--- src/rtl/div_pkg.sv ---
`default_nettype none
// ============================================================================
//  Module   : div_pkg
//  Purpose  : Shared types and helpers for the sequential M/N-bit divider.
//  Revision : 1.0  initial release
// ============================================================================
package div_pkg;

    typedef enum logic [1:0] {
        S_IDLE = 2'd0,
        S_RUN  = 2'd1,
        S_DONE = 2'd2
    } div_state_t;

    // Width of the step counter that walks the M quotient bits.
    function automatic int cnt_w(input int m);
        return $clog2(m);
    endfunction

endpackage
`default_nettype wire

--- src/rtl/div_step.sv ---
`default_nettype none
// ============================================================================
//  Module   : div_step
//  Purpose  : One restoring-division step: shift in a dividend bit, trial
//             subtract the divisor, keep the difference if it did not borrow.
//  Revision : 1.0  initial release
// ============================================================================
module div_step #(
    parameter int N = 4
) (
    input  logic [N:0]   r_in,
    input  logic         bit_in,
    input  logic [N-1:0] divisor,
    output logic [N:0]   r_out,
    output logic         q_bit
);

    logic [N:0] r_shift;
    logic [N:0] diff;
    logic       no_borrow;

    assign r_shift = {r_in[N-1:0], bit_in};

    // r_shift - divisor as r_shift + ~divisor + 1; carry-out set means no borrow.
    rca_Nbit_co #(.N(N + 1)) u_sub (
        .a   (r_shift),
        .b   (~{1'b0, divisor}),
        .cin (1'b1),
        .sum (diff),
        .co  (no_borrow)
    );

    // A set r_in[N] means the shifted value exceeds N+1 bits, so it is surely >= divisor.
    assign q_bit = r_in[N] | no_borrow;
    assign r_out = q_bit ? diff : r_shift;

endmodule
`default_nettype wire

--- src/rtl/rca_Nbit_co.sv ---
`default_nettype none
// ============================================================================
//  Module   : rca_Nbit_co
//  Purpose  : N-bit ripple-carry adder with carry-in and carry-out.
//  Revision : 1.0  initial release
// ============================================================================
module rca_Nbit_co #(
    parameter int N = 4
) (
    input  logic [N-1:0] a,
    input  logic [N-1:0] b,
    input  logic         cin,
    output logic [N-1:0] sum,
    output logic         co
);

    logic carry;

    // Ripple the carry from LSB to MSB one full-adder at a time.
    always_comb begin
        carry = cin;
        sum   = '0;
        for (int i = 0; i < N; i++) begin
            sum[i] = a[i] ^ b[i] ^ carry;
            carry  = (a[i] & b[i]) | (carry & (a[i] ^ b[i]));
        end
        co = carry;
    end

endmodule
`default_nettype wire

--- src/rtl/div_mnbit_seq.sv ---
`default_nettype none
// ============================================================================
//  Module   : div_mnbit_seq
//  Purpose  : Iterative restoring divider, M-bit dividend / N-bit divisor,
//             one quotient bit per clock, start/done handshake.
//  Options  : DIV_SIGNED_EN - two's-complement operands/results (truncating
//             division, remainder takes the dividend's sign).
//  Revision : 1.0  initial release
// ============================================================================
module div_mnbit_seq
    import div_pkg::*;
#(
    parameter int M = 8,
    parameter int N = 4
) (
    input  logic         clk,
    input  logic         rst,
    input  logic         start,
    input  logic [M-1:0] dividend,
    input  logic [N-1:0] divisor,
    output logic         busy,
    output logic         done,
    output logic [M-1:0] quotient,
    output logic [N-1:0] remainder,
    output logic         div_by_zero
);

    localparam int CW = cnt_w(M);

    div_state_t   state;
    logic [CW-1:0] count;
    logic [M-1:0] dvd_sh;      // dividend bits shift out the top, quotient bits shift in the bottom
    logic [N:0]   rem_p;
    logic [N-1:0] dsr;

    logic         accept;
    logic [N:0]   step_r;
    logic         step_q;
    logic [M-1:0] q_final;
    logic [N-1:0] r_final;
    logic [M-1:0] mag_dvd;
    logic [N-1:0] mag_dsr;
    logic [M-1:0] q_out;
    logic [N-1:0] r_out;

    assign accept  = start && (state != S_RUN);
    assign q_final = {dvd_sh[M-2:0], step_q};
    assign r_final = step_r[N-1:0];

    div_step #(.N(N)) u_step (
        .r_in    (rem_p),
        .bit_in  (dvd_sh[M-1]),
        .divisor (dsr),
        .r_out   (step_r),
        .q_bit   (step_q)
    );

`ifdef DIV_SIGNED_EN
    logic neg_q;
    logic neg_r;

    // The unsigned core works on magnitudes; most-negative maps to its own bit pattern.
    assign mag_dvd = dividend[M-1] ? (M'(0) - dividend) : dividend;
    assign mag_dsr = divisor[N-1]  ? (N'(0) - divisor)  : divisor;
    assign q_out   = neg_q ? (M'(0) - q_final) : q_final;
    assign r_out   = neg_r ? (N'(0) - r_final) : r_final;

    // Remember result signs at accept since the operand inputs may change afterwards.
    always_ff @(posedge clk) begin
        if (rst) begin
            neg_q <= 1'b0;
            neg_r <= 1'b0;
        end else if (accept) begin
            neg_q <= dividend[M-1] ^ divisor[N-1];
            neg_r <= dividend[M-1];
        end
    end
`else
    assign mag_dvd = dividend;
    assign mag_dsr = divisor;
    assign q_out   = q_final;
    assign r_out   = r_final;
`endif

    // Control FSM, step counter, datapath registers and registered outputs.
    always_ff @(posedge clk) begin
        if (rst) begin
            state       <= S_IDLE;
            count       <= '0;
            dvd_sh      <= '0;
            rem_p       <= '0;
            dsr         <= '0;
            busy        <= 1'b0;
            done        <= 1'b0;
            quotient    <= '0;
            remainder   <= '0;
            div_by_zero <= 1'b0;
        end else begin
            done <= 1'b0;
            case (state)
                S_IDLE, S_DONE: begin
                    if (accept) begin
                        count       <= '0;
                        rem_p       <= '0;
                        dvd_sh      <= mag_dvd;
                        dsr         <= mag_dsr;
                        quotient    <= '0;
                        remainder   <= '0;
                        div_by_zero <= 1'b0;
                        if (divisor == '0) begin
                            // No iteration needed: report the fixed divide-by-zero result next cycle.
                            state       <= S_DONE;
                            done        <= 1'b1;
                            quotient    <= '1;
                            remainder   <= dividend[N-1:0];
                            div_by_zero <= 1'b1;
                        end else begin
                            state <= S_RUN;
                            busy  <= 1'b1;
                        end
                    end else begin
                        state <= S_IDLE;
                    end
                end
                S_RUN: begin
                    rem_p  <= step_r;
                    dvd_sh <= q_final;
                    count  <= count + 1'b1;
                    if (count == CW'(M - 1)) begin
                        state     <= S_DONE;
                        busy      <= 1'b0;
                        done      <= 1'b1;
                        quotient  <= q_out;
                        remainder <= r_out;
                    end
                end
                default: begin
                    state <= S_IDLE;
                    busy  <= 1'b0;
                end
            endcase
        end
    end

endmodule
`default_nettype wire

--- config.mk ---
export PLATFORM = sky130hd
export DESIGN_NAME = div_mnbit_seq
export DESIGN_NICKNAME = d
export VERILOG_FILES = /design/src/rtl/div_pkg.sv /design/src/rtl/div_step.sv /design/src/rtl/rca_Nbit_co.sv /design/src/rtl/div_mnbit_seq.sv
export SDC_FILE = /design/constraint.sdc
export NUM_CORES = 1
export LEC_CHECK = 0
export BUFFER_PORTS_ARGS = -buffer_cell sky130_fd_sc_hd__buf_2
export CAP_MARGIN = 20
export CORE_MARGIN = 4
export CORE_UTILIZATION = 50
export CTS_CLUSTER_DIAMETER = 50
export DETAILED_ROUTE_END_ITERATION = 12
export PLACE_DENSITY = 0.8
export SYNTH_ARGS = -nofsm -noshare
export SYNTH_HDL_FRONTEND = slang
export SYNTH_SLANG_ARGS = --single-unit
--- constraint.sdc ---
create_clock -name clk -period 3.05 [get_ports clk]
set_input_delay 0.305 -clock clk [delete_from_list [all_inputs] [get_ports clk]]
set_output_delay 0.305 -clock clk [all_outputs]
set_load 0.01 [all_outputs]
=== Word-level counts from Yosys, hierarchy flattened ===
Index checks and enable logic that the tools add are counted.

* Register bits: 37
* Bits of input ports: 15
* Logic and storage cells: 80

* Add/subtract/negate cells: 1
* Eq/ne operators: 7
* Mux-type cells: 27
* Bitwise logic cells: 26
* Reduce and logical (&&, ||, !) cells: 9

{| class="wikitable"
|+ Operators by type and width
! cell !! number
|-
| two-way mux 8 bit || 4
|-
| case mux 8 bit (2 select lines) || 2
|-
| two-way mux 4 bit || 3
|-
| two-way mux 5 bit || 2
|-
| case mux 5 bit (2 select lines) || 1
|-
| bitwise AND 1 bit || 9
|-
| XOR 1 bit || 9
|-
| case mux 4 bit (2 select lines) || 1
|-
| two-way mux 1 bit || 6
|-
| two-way mux 2 bit || 3
|-
| != test 2 bit (second input constant) || 3
|-
| OR 1 bit || 6
|-
| case mux 3 bit (2 select lines) || 1
|-
| AND reduction 3 bit || 2
|-
| inverter 4 -> 5 bit || 1
|-
| logical NOT 4 bit || 1
|-
| case mux 1 bit (2 select lines) || 2
|-
| case mux 2 bit (2 select lines) || 1
|-
| AND reduction 2 bit || 2
|-
| adder 3 x 1 -> 3 bit (second input constant) || 1
|-
| == test 3 bit (second input constant) || 1
|-
| two-way mux 3 bit || 1
|-
| == test 2 x 1 -> 1 bit (second input constant) || 1
|-
| == test 2 bit (second input constant) || 1
|-
| 6 further kinds || 6
|}

=== Longest topological paths before layout ===
* Word-level depth: 15
* Mapped depth: 13
* Depth with buffers taken out: 12

=== Hierarchy ===
From an unflattened synthesis, not the netlist that was laid out.

* Cells, all modules: 199
* Area total of the unflattened synthesis: 1709.1 µm²

{| class="wikitable"
|+ By module, submodules not included
! module !! instances !! cells an instance !! area an instance (µm²) !! sequential area each (µm²)
|-
| div_mnbit_seq || 1 || 172 || 1481.4 || 740.7
|-
| rca_Nbit_co || 1 || 15 || 137.6 || 0.0
|-
| div_step || 1 || 12 || 90.1 || 0.0
|}

=== Worst setup path after synthesis ===
OpenSTA, ideal clock, no wires.

* Path kind: register to register
* Start: register dvd_sh[7]
* End: register remainder[1]
* Setup time: 0.137 ns
* Arrival time: 2.458 ns
* Required time: 2.913 ns
* Path slack: 0.455 ns
* Cell stages (with the launch flop): 14
* Path buffers: 1
* Period minus slack after synthesis: 2.595 ns
* Cells stage by stage: dfxtp_1 inv_1 ha_1 inv_1 fa_1 fa_1 fa_1 inv_1 ha_1 nand2b_1 buf_2 mux2_1 nand2_1 a311oi_2

* Word-level cells in the longest chain between the ends: 14

{| class="wikitable"
|+ Ends and longest elaborated chain
! what !! RTL line !! RTL
|-
| from (decl) || div_mnbit_seq.sv:32 || <nowiki>logic [M-1:0] dvd_sh;</nowiki>
|-
| from (signal assigned) || div_mnbit_seq.sv:105 || <nowiki>dvd_sh <= mag_dvd;</nowiki>
|-
| from (signal assigned) || div_mnbit_seq.sv:127 || <nowiki>dvd_sh <= q_final;</nowiki>
|-
| bitwise AND 1 bit / XOR 1 bit (equally long branches) || rca_Nbit_co.sv:25 || <nowiki>carry = (a[i] & b[i]) | (carry & (a[i] ^ b[i]));</nowiki>
|-
| OR 1 bit (*) || rca_Nbit_co.sv:25 ||
|-
| bitwise AND 1 bit || rca_Nbit_co.sv:25 ||
|-
| OR 1 bit || rca_Nbit_co.sv:25 ||
|-
| bitwise AND 1 bit || rca_Nbit_co.sv:25 ||
|-
| OR 1 bit || rca_Nbit_co.sv:25 ||
|-
| bitwise AND 1 bit || rca_Nbit_co.sv:25 ||
|-
| OR 1 bit || rca_Nbit_co.sv:25 ||
|-
| bitwise AND 1 bit || rca_Nbit_co.sv:25 ||
|-
| OR 1 bit || rca_Nbit_co.sv:25 ||
|-
| OR 1 bit || div_step.sv:34 || <nowiki>assign q_bit = r_in[N] | no_borrow;</nowiki>
|-
| two-way mux 5 bit (*) || div_step.sv:35 || <nowiki>assign r_out = q_bit ? diff : r_shift;</nowiki>
|-
| two-way mux 4 bit (*) || div_mnbit_seq.sv:129 || <nowiki>if (count == CW'(M - 1)) begin</nowiki>
|-
| case mux 4 bit (2 select lines) (*) || div_mnbit_seq.sv:100 || <nowiki>case (state)</nowiki>
|-
| to (signal assigned) || div_mnbit_seq.sv:115 || <nowiki>remainder <= dividend[N-1:0];</nowiki>
|-
| to (signal assigned) || div_mnbit_seq.sv:134 || <nowiki>remainder <= r_out;</nowiki>
|-
| to (decl) || div_mnbit_seq.sv:24 || <nowiki>output logic [N-1:0] remainder,</nowiki>
|}

Mark *: on every way between the ends. The rest lies on a longest branch, timed or not. The select of a mux whose other input is x is not followed.
A chain may end at the register's enable or synchronous reset.

=== Worst setup path after layout ===
* Start: register dvd_sh[7]
* End: register remainder[2]

* Word-level cells in the longest chain between the ends: 14

{| class="wikitable"
|+ Ends and longest elaborated chain
! what !! RTL line
|-
| bitwise AND 1 bit / XOR 1 bit (equally long branches) || rca_Nbit_co.sv:25
|-
| OR 1 bit (*) || rca_Nbit_co.sv:25
|-
| bitwise AND 1 bit (*) || rca_Nbit_co.sv:25
|-
| OR 1 bit (*) || rca_Nbit_co.sv:25
|-
| bitwise AND 1 bit || rca_Nbit_co.sv:25
|-
| OR 1 bit || rca_Nbit_co.sv:25
|-
| bitwise AND 1 bit || rca_Nbit_co.sv:25
|-
| OR 1 bit || rca_Nbit_co.sv:25
|-
| bitwise AND 1 bit || rca_Nbit_co.sv:25
|-
| OR 1 bit || rca_Nbit_co.sv:25
|-
| OR 1 bit || div_step.sv:34
|-
| two-way mux 5 bit (*) || div_step.sv:35
|-
| two-way mux 4 bit (*) || div_mnbit_seq.sv:129
|-
| case mux 4 bit (2 select lines) (*) || div_mnbit_seq.sv:100
|}

Marked as above.

==> impl_metrics.prom <==
# TYPE chip_impl_metric gauge
chip_impl_metric{name="globalRouteMet3Util",unit="%"} 5.13
chip_impl_metric{name="cts.reportedPaths.clkPinSlew",unit="ns"} 0.12
chip_impl_metric{name="timing_worst_slew_pin_value",unit="ns"} 0.843
chip_impl_metric{name="ys_async_sr_fraction",unit="%"} 0
chip_impl_metric{name="cts_made_buffers",unit=""} 5
chip_impl_metric{name="drt_first_iter_violations",unit=""} 62
chip_impl_metric{name="h-tree-depth",unit=""} 2
chip_impl_metric{name="count_of_cells_resized_by_post_cts_repair",unit=""} 0
chip_impl_metric{name="setup-tns-final",unit="ns"} 0
chip_impl_info{name="synth.area.top_cells",value="sky130_fd_sc_hd__dfxtp_1 (45%), sky130_fd_sc_hd__nand2_1 (11%), sky130_fd_sc_hd__a211oi_2 (6.1%)"} 1
chip_impl_metric{name="p_clk_share",unit="%"} 32.6
chip_impl_info{name="postSynth.topFlopCell",value="sky130_fd_sc_hd__dfxtp_1"} 1
chip_impl_metric{name="synthesis.area",unit="sq mm"} 0.00165
chip_impl_metric{name="clk_path_buf_depth",unit=""} 2
chip_impl_metric{name="min_period_over_period",unit="%"} 92.3
chip_impl_metric{name="final-instance-count-excl-fill",unit=""} 258
chip_impl_info{name="netlist_top_cells_count",value="sky130_fd_sc_hd__nand2_1 (50), sky130_fd_sc_hd__dfxtp_1 (37), sky130_fd_sc_hd__nor2_1 (20)"} 1
chip_impl_info{name="critical_path.reg2reg.startpoint",value="dvd_sh[7]"} 1
chip_impl_metric{name="power_frac_comb",unit="%"} 17.5
chip_impl_metric{name="syn2layout_area_growth",unit="%"} 15.1
chip_impl_metric{name="finish.net_count",unit=""} 235
chip_impl_metric{name="clock_sinks",unit=""} 37
chip_impl_metric{name="detailedPlacementHpwl",unit="mm"} 2.31
chip_impl_metric{name="yosys.area.top_type_share",unit="%"} 44.9
chip_impl_metric{name="worst-r2r-setup-slack",unit="ns"} 0.24
chip_impl_metric{name="max_slew_margin",unit="%"} 43.6
chip_impl_metric{name="drt_pass1_iterations",unit=""} 4
chip_impl_metric{name="worstHoldPathCells",unit=""} 3
chip_impl_metric{name="power.switching",unit="uW"} 313
chip_impl_info{name="synthDominantAreaCellType",value="sky130_fd_sc_hd__dfxtp_1"} 1
chip_impl_metric{name="max_freq",unit="MHz"} 355
chip_impl_info{name="grt_setup_unrepaired",value="no"} 1
chip_impl_info{name="status",value="finished, final reports clean"} 1
chip_impl_info{name="tritoncts",value="yes"} 1
chip_impl_metric{name="routing_usage_on_met2",unit="%"} 28.8
chip_impl_metric{name="synth_edf_count",unit=""} 0
chip_impl_metric{name="route.vias.total",unit=""} 1359
chip_impl_metric{name="skew",unit="ns"} 0.0176
chip_impl_info{name="critical_path.endpoint_type",value="register"} 1
chip_impl_metric{name="synth_fp_nets",unit=""} 208
chip_impl_metric{name="timing_hold_violations_final",unit=""} 0
chip_impl_metric{name="grt_use_total",unit="%"} 17.5
chip_impl_info{name="timing_worst_setup_path_type",value="reg2reg"} 1
chip_impl_metric{name="peakVddDrop",unit="mV"} 0.422
chip_impl_info{name="worstHoldPathType",value="in2reg"} 1
chip_impl_metric{name="yosysWarningCount",unit=""} 0
chip_impl_metric{name="io-pin-count",unit=""} 30
chip_impl_info{name="hold-path-endpoint",value="dsr[2]"} 1
chip_impl_metric{name="grt_first_pass_wirelength",unit="mm"} 5.60
chip_impl_metric{name="grt_pass1_vias",unit=""} 1277
chip_impl_metric{name="timing.final.crit_period",unit="ns"} 2.81
chip_impl_metric{name="routedWlPerCell",unit="um"} 12.7
chip_impl_metric{name="intPower",unit="uW"} 766
chip_impl_metric{name="sw_frac_of_total",unit="%"} 29.0
chip_impl_metric{name="cts_hold_buffers",unit=""} 0
chip_impl_info{name="synth_most_common_cell",value="sky130_fd_sc_hd__nand2_1"} 1
chip_impl_metric{name="syn_avg_cell_area",unit="sq um"} 8.87
chip_impl_metric{name="cts.repair_timing.setup_buffer_count",unit=""} 0
chip_impl_metric{name="cap_viol_max_count",unit=""} 0
chip_impl_metric{name="route.detailed.vias_per_inst",unit=""} 5.27
chip_impl_info{name="min_delay_startpoint",value="divisor[2]"} 1
chip_impl_info{name="start_kind",value="register"} 1
chip_impl_metric{name="core_rows",unit=""} 20
chip_impl_metric{name="synthCells",unit=""} 186
chip_impl_metric{name="dieWidth",unit="um"} 65.5
chip_impl_metric{name="reg2regPathDepth",unit=""} 12
chip_impl_metric{name="cp_data_arrival_time",unit="ns"} 3.03
chip_impl_metric{name="antenna_nets_post_route",unit=""} 0
chip_impl_info{name="grt-busiest-layer",value="met2"} 1
chip_impl_metric{name="antennaDiodeCount",unit=""} 0
chip_impl_metric{name="slew_violations",unit=""} 0
chip_impl_info{name="r2r_end",value="remainder[2]"} 1
chip_impl_metric{name="start_util",unit="%"} 53.2
chip_impl_metric{name="global_route.usage.met1",unit="%"} 19.8
chip_impl_metric{name="port_buffers",unit=""} 29
chip_impl_metric{name="placeable_core_region",unit="sq mm"} 0.00310
chip_impl_metric{name="post-place-cells",unit=""} 250
chip_impl_metric{name="overflow",unit=""} 0
chip_impl_metric{name="power.sequential.fraction",unit="%"} 49.9
chip_impl_metric{name="gp_routability_congestion",unit=""} 0.789
chip_impl_metric{name="yosys_register_bits",unit=""} 37
chip_impl_metric{name="clkLatencyLatePin",unit="ns"} 0.36
chip_impl_metric{name="yosys.cell_types.count",unit=""} 26
chip_impl_metric{name="worst-path-max-fanout",unit=""} 8
chip_impl_metric{name="critPathRequiredTime",unit="ns"} 3.26
chip_impl_metric{name="largest_net_degree_at_the_start_of_global_routing",unit=""} 38
chip_impl_info{name="cts_root_buf",value="sky130_fd_sc_hd__clkbuf_4"} 1
chip_impl_metric{name="synth.yosys.seq_area_share",unit="%"} 44.9
chip_impl_metric{name="route.detailed.drc",unit=""} 0
chip_impl_metric{name="power_density",unit="mW/mm^2"} 568
chip_impl_metric{name="route.final.wire_length",unit="mm"} 3.28
chip_impl_metric{name="power.static_leakage",unit="nW"} 0.771
chip_impl_metric{name="antenna_found_initial",unit=""} 0
chip_impl_metric{name="floorplan.die.height",unit="um"} 65.5
chip_impl_metric{name="report.final.setup_viol",unit=""} 0
chip_impl_metric{name="full_die_area",unit="sq mm"} 0.00428
chip_impl_metric{name="final_layout_size_suffix_gt1_share",unit="%"} 25.2
==> stage by stage <==
stage	power (mW)	hold WS, ns	area [sq um]	utilization, %	worst slack [ns]
floorplan	0.687	0.427	1650	-	0.455
global placement	0.735	0.441	1820	58.5	0.375
detailed placement	0.738	0.445	1820	58.5	0.263
CTS	1.09	0.175	1900	61.2	0.217
global route	1.14	0.174	1900	61.2	0.0727
finish	1.08	0.190	1900	61.2	0.236
==> area by class of cell <==
class	count	area, sq um
multi-input cells	131	833
flip-flops and latches	37	741
clock inverters	3	46.3
inverters	7	26.3
repair buffers	31	160
well taps	44	55.1
clock buffers	5	37.5
fillers	277	1200
==> layout by cell type (no fill, tap or decap), drive strengths merged, types with 3 or more instances in the layout <==
| cell | instances |
|---|---|
| a211oi | 8 |
| a21oi | 16 |
| a311oi | 7 |
| a31oi | 5 |
| buf | 31 |
| clkbuf | 5 |
| dfxtp | 37 |
| fa | 3 |
| ha | 4 |
| inv | 7 |
| mux2 | 3 |
| nand2 | 50 |
| nand2b | 4 |
| nor2 | 21 |
==> layer usage <==
metal | vias up | wire length (um) | part of all wire [%]
li1 | 685 | - | -
met1 | 647 | 1530 | 47
met2 | 23 | 1520 | 46
met3 | 4 | 166 | 5.1
met4 | 0 | 55 | 1.7
met5 | - | 0 | 0
==> worst max-delay path by stage <==
stage / startpoint / endpoint / slack [ns]
CTS: dvd_sh[7] / remainder[2] / 0.22
global placement: dvd_sh[7] / remainder[3] / 0.38
floorplan: dvd_sh[7] / remainder[1] / 0.45
global route: dvd_sh[7] / remainder[2] / 0.07
detailed placement: dvd_sh[7] / remainder[3] / 0.26
finish: dvd_sh[7] / remainder[2] / 0.24
==> power by group through the flow <==
stage                     combinational, mW  clock, mW  sequential (mW)
after global routing                  0.214      0.380            0.544
final                                 0.188      0.352            0.539
after CTS                             0.192      0.358            0.539
after detailed placement              0.188          0            0.550
after floorplan                       0.134          0            0.553
after global placement                0.186          0            0.550
==> sequential cells by signal (all words and copies together), names as in the netlist <==
name,count
dvd_sh,8
quotient,8
rem_p,5
dsr,4
remainder,4
count,3
state,2
busy,1
div_by_zero,1
done,1
==> worst max-delay path, cell delays in order (launching register included) <==
cell	delay, ns
sky130_fd_sc_hd__dfxtp_1	0.35
sky130_fd_sc_hd__inv_1	0.06
sky130_fd_sc_hd__ha_1	0.13
sky130_fd_sc_hd__inv_1	0.05
sky130_fd_sc_hd__fa_1	0.37
sky130_fd_sc_hd__fa_1	0.39
sky130_fd_sc_hd__fa_1	0.36
sky130_fd_sc_hd__inv_1	0.06
sky130_fd_sc_hd__ha_1	0.14
sky130_fd_sc_hd__nand2b_1	0.19
sky130_fd_sc_hd__mux2_1	0.38
sky130_fd_sc_hd__nand2_1	0.11
sky130_fd_sc_hd__a311oi_2	0.09
==> logic make-up after synthesis <==
family	after synthesis	share of synthesized area, %
and+or+nand+nor	79	20.5
muxes	3	2.05
adders and majority gates	7	6.67
AOI/OAI and AO/OA	42	21.3
DFF	37	44.9
buffers and inverters	18	4.63
No activity file was read; power rests on OpenSTA's default activity.
